## config.mk

```make
export PLATFORM = sky130hd
export DESIGN_NAME = interboard_receiver
export DESIGN_NICKNAME = d
export VERILOG_FILES = /design/src/rtl/interboard_receiver.sv
export SDC_FILE = /design/constraint.sdc
export NUM_CORES = 1
export LEC_CHECK = 0
export CAP_MARGIN = 5
export CORE_ASPECT_RATIO = 1.75
export CORE_MARGIN = 1
export CORE_UTILIZATION = 56
export CTS_BUF_LIST = sky130_fd_sc_hd__clkbuf_4 sky130_fd_sc_hd__clkbuf_8
export CTS_CLUSTER_DIAMETER = 80
export DETAILED_ROUTE_END_ITERATION = 16
export PLACE_DENSITY = 0.92
export SLEW_MARGIN = 20
export SYNTH_ARGS = -nofsm -noshare
export SYNTH_HDL_FRONTEND = slang
export SYNTH_SLANG_ARGS = --single-unit
```

## constraint.sdc

```tcl
create_clock -name clk -period 1.9 [get_ports clk]
set_input_delay 0.475 -clock clk [delete_from_list [all_inputs] [get_ports clk]]
set_output_delay 0.475 -clock clk [all_outputs]
set_load 0.02 [all_outputs]
```

## src/rtl/interboard_receiver.sv

```systemverilog
// Receive engine of the inter-board link: 4-phase Request/Ack, 2-word frames,
// parity/reserved-bit validation and a per-state timeout.
module interboard_receiver #(
  parameter int TIMEOUT = 1000
) (
  input  logic       clk,
  input  logic       rst,
  input  logic       interboard_rst,
  input  logic       Request_in,
  input  logic [5:0] inter_data_in,
  output logic       Ack_out,
  output logic       interboard_en,
  output logic [2:0] interboard_msg_type,
  output logic [4:0] interboard_number,
  output logic       rx_error
);

  localparam int CW = (TIMEOUT > 1) ? $clog2(TIMEOUT) : 1;

  typedef enum logic [2:0] {IDLE, ACK0, WAIT1, ACK1, FLUSH} state_t;

  state_t          state, state_next;
  logic            req_meta, req_s;
  logic [CW-1:0]   cnt;
  logic [5:0]      w0, w1;
  logic            counting, timeout, frame_ok;
  logic            ack_d, en_d, err_d;

  always_ff @(posedge clk) begin
    if (rst) begin
      req_meta <= 1'b0;
      req_s    <= 1'b0;
    end else begin
      req_meta <= Request_in;
      req_s    <= req_meta;
    end
  end

  assign counting = (state == ACK0) || (state == WAIT1) || (state == ACK1);
  assign timeout  = counting && (cnt == CW'(TIMEOUT - 1));
  // Even parity across all 9 payload+parity bits; reserved bits must be zero.
  assign frame_ok = ((^{w0, w1[5:4], w1[0]}) == 1'b0) && (w1[3:1] == 3'b000);

  always_ff @(posedge clk) begin
    if (rst) state <= IDLE;
    else     state <= state_next;
  end

  always_comb begin
    state_next = state;
    if (interboard_rst) begin
      state_next = FLUSH;
    end else if (timeout) begin
      state_next = FLUSH;
    end else begin
      case (state)
        IDLE:    if (req_s)  state_next = ACK0;
        ACK0:    if (!req_s) state_next = WAIT1;
        WAIT1:   if (req_s)  state_next = ACK1;
        ACK1:    if (!req_s) state_next = IDLE;
        FLUSH:   if (!req_s) state_next = IDLE;
        default: state_next = IDLE;
      endcase
    end
  end

  always_comb begin
    ack_d = (state_next == ACK0) || (state_next == ACK1);
    en_d  = 1'b0;
    err_d = 1'b0;
    if (!interboard_rst) begin
      if (timeout) begin
        err_d = 1'b1;
      end else if (state == ACK1 && !req_s) begin
        en_d  = frame_ok;
        err_d = !frame_ok;
      end
    end
  end

  always_ff @(posedge clk) begin
    if (rst) begin
      Ack_out             <= 1'b0;
      interboard_en       <= 1'b0;
      rx_error            <= 1'b0;
      interboard_msg_type <= '0;
      interboard_number   <= '0;
      w0                  <= '0;
      w1                  <= '0;
      cnt                 <= '0;
    end else begin
      Ack_out       <= ack_d;
      interboard_en <= en_d;
      rx_error      <= err_d;
      if (en_d) begin
        interboard_msg_type <= w0[5:3];
        interboard_number   <= {w0[2:0], w1[5:4]};
      end
      if (state == IDLE && state_next == ACK0)  w0 <= inter_data_in;
      if (state == WAIT1 && state_next == ACK1) w1 <= inter_data_in;
      if (state_next != state || !counting) cnt <= '0;
      else                                  cnt <= cnt + 1'b1;
    end
  end

endmodule

```

==> impl_summary.md <==
Status
The flow ran to the end, and the final reports show no timing, DRC or antenna violations.

STA
The worst relative slew slack is 76.7%. Derived from the worst setup path, the maximum achievable clock frequency is 0.544 GHz. The final worst clock skew is 0.00645 ns. The share of the clock period used by the worst path is 96.8%. The minimum clock period after layout is 1.84 ns. The actual transition at the worst max-transition pin is 0.349 ns. Setup violations remaining at the end of the flow were counted as 0.

The hold violation count in the final report came to 0. The max-slew violation total from the final report is 0.

Synthesis
The number of register bits inferred by synthesis is 38. The post-synthesis instance area is 1580 sq um. The synthesized netlist net count is 170. In this run, synthesis inferred 0 flip-flops with an integrated enable. The count of synthesis-stage warnings from yosys is 0. After synthesis, the share of flip-flops with an asynchronous set or reset is 0%.

The average size of a mapped cell is 9.92 sq um. Among all flip-flop cells after synthesis, the most frequent one is dfxtp_1. The post-synthesis sequential area ratio is 48.2%. The number of standard cells after synthesis is 159. In this run, distinct cell masters in the synthesized netlist total 29.

Setup path
Data on the critical path is required at its endpoint by 2.12 ns. In this run the worst path has a maximum fanout of 9. The critical path in this run is classified as reg -> reg. STA classifies the critical path startpoint as a flip-flop. For the worst setup path, the data arrival time is 2.06 ns. The worst setup path is captured at a flip-flop.

Placement
The cell area reported after detailed placement is 1820 sq um. The number of port buffers is 20. After legalization and detailed placement, the total HPWL measured 2330 um.

The cell count after placement is 204. The routability congestion estimate from global placement is 0.869.

Clock network
The number of sinks driven by the clock tree is 38. The deepest clock path buffer count is 2. TritonCTS built the clock tree. Hold repair after CTS inserted 0 buffers. Counting the buffers created by CTS gives 5. The buffer type at the clock tree root is clkbuf_8. After clock tree synthesis, the clock-pin slew on the worst setup and hold paths is 0.07 ns.

CTS built an H-tree with a depth of 2. The clock latency at the later pin of the worst-skew pair is 0.29 ns.

Detailed routing
After detailed routing, the number of remaining DRC violations is 0. The first-pass detailed-route iteration total is 4. The via count is 1187. The remaining antenna violation count is 0.

In the routed layout, each cell is associated on average with a via count of 5.60. The wire length reported by the detailed router is 3400 um. Dividing the detail-routed wire length by the instance count gives 16.0 um. The detailed router finished its first iteration with 27 violations.

Finish
Once layout is done, the placed cells without fillers occupy 1950 sq um. The count of non-filler cells in the finished layout is 212. At the end of the flow, the number of nets in the layout was 195. The most common cell after layout, fill and taps aside is dfxtp_1. The ratio of cells with drive above 1 in the final layout is 10.3%. In the layout the commonest cells are dfxtp_1, nor2_1, clkdlybuf4s50_1, mux2i_1, nand2b_1. The final antenna diode count is 0. From synthesis to final layout, the design area changed by 23.9%.

Floorplanning
The die outline height is 72.2 um. For this configuration, the core starts out at a cell density of 58.7%. The area of the placeable core is 2690 sq um. The number of top-level pins is 21. The die covers 3040 sq um. The initialized floorplan defines 25 standard-cell rows. The die is 42.1 um wide.

Power and ir drop
Of the total power, combinational logic draws 4.6%. In this run, flip-flops and latches consume 55.5% of the power. The clock power share is 39.9%. The net switching fraction of the power is 21.2%.

IR analysis of the VDD net gives a maximum drop of 0.595 mV. Summed over all nets, the switching power comes to 0.309 mW. The power per unit of standard cell area is 746 nW/um^2.

The cell-internal power is 1.15 mW. For this design the static power due to leakage is 0.736 nW. After layout, the design draws a total of 1.46 mW.

Run
The number of maximum-capacitance constraint violations is 0.

Hold path
The path type of the worst min-delay path is reg -> reg.

GRT
The number of antenna violations at the first check in global routing came to 0. The overall routing resource usage is 23.9%. The number of global-route vias before repair is 1199. The pin count of the biggest net entering global routing is 34. The total congestion overflow after global routing is 0. The first global-routing pass estimated 5350 um of wire.
timing repair:
action	CTS	global route
buffers inserted	0	0
pin swaps	1	2
resized for setup	2	6
endpoints found under the hold margin	0	0
setup endpoints to repair	4	10
power by group through the flow:
| stage | sequential, mW | combinational (mW) | clock, mW |
|---|---|---|---|
| after floorplan | 0.825 | 0.0319 | 0 |
| after global placement | 0.826 | 0.0624 | 0 |
| after detailed placement | 0.826 | 0.0642 | 0 |
| after CTS | 0.808 | 0.0671 | 0.598 |
| after global routing | 0.809 | 0.0718 | 0.630 |
| final | 0.809 | 0.0672 | 0.581 |
final cells by class:
| type | instances | area [sq um] |
|---|---|---|
| Multi-Input combinational cell | 114 | 817 |
| Clock buffer | 7 | 90.1 |
| Tap cell | 27 | 33.8 |
| Inverter | 1 | 3.75 |
| Timing Repair Buffer | 24 | 243 |
| Clock inverter | 1 | 5.00 |
| Sequential cell | 38 | 762 |
| Fill cell | 200 | 736 |
cells in the mapped netlist, drive strengths merged, types with 2 or more instances:
cell    count  area (sq um)
a21oi       3          15.0
nor2       27           101
nand3       4          20.0
buf         2          16.3
and4        2          17.5
nor3b       2          15.0
dfxtp      38           761
nor3        2          10.0
nand2b     15          93.8
clkbuf      4          15.0
nor2b       4          25.0
xnor2       9          78.8
and3        5          31.3
nand2       4          15.0
mux2i      20           200
xor2        6          52.6
path summary, 6_finish.rpt:
kind                              from                   end  slack [ns]  cells past startpoint
worst min register to register  cnt[0]                cnt[0]        0.45                      1
worst max register to register   w1[5]  interboard_number[2]        0.06                      6
worst max-delay path             w1[5]  interboard_number[2]        0.06                      6
worst min-delay path            cnt[0]                cnt[0]        0.45                      1
per-layer routing:
metal / GRT usage, % / routed length [um]
met1: 21.4 / 1130
met2: 46.7 / 2020
met3: 6.22 / 118
met4: 13.2 / 124
met5: 0 / 0
critical path, cell delays in order, from the launching register on:
cell     delay (ns)
dfxtp_1        0.38
xor2_1         0.16
xnor3_1        0.46
xnor2_2        0.18
and4_4         0.26
buf_12         0.13
mux2i_1        0.19
state kept, by name, summed over array words and instances, names as in the netlist:
register and cells:
req_meta 1, cnt 10, interboard_number 5, Ack_out 1, interboard_en 1, w0 6
rx_error 1, req_s 1, w1 6, state 3, interboard_msg_type 3
through the flow:
step / setup slack (ns) / hold WS [ns] / utilization [%] / TNS (ns)
after floorplan: 0.246 / 0.414 / - / 0
after global placement: 0.0324 / 0.421 / 67.8 / 0
after detailed placement: -0.0578 / 0.437 / 67.8 / -0.396
after CTS: 0.00424 / 0.458 / 71.8 / 0
after global routing: -0.00794 / 0.471 / 72.7 / -0.00794
final: 0.0608 / 0.446 / 72.7 / 0
logic make-up (layout without fill, tap and decap cells):
family | after synthesis | after routing | synth area share, %
buffers and inverters | 7 | 33 | 2.22
adders and majority gates | 1 | 1 | 0.793
DFF | 38 | 38 | 48.2
muxes | 20 | 20 | 12.7
AOI/OAI and AO/OA | 6 | 6 | 2.46
and+or+nand+nor | 71 | 71 | 23.9
xor gates and xnor gates | 16 | 16 | 9.75
No activity file was read; power rests on OpenSTA's default activity.
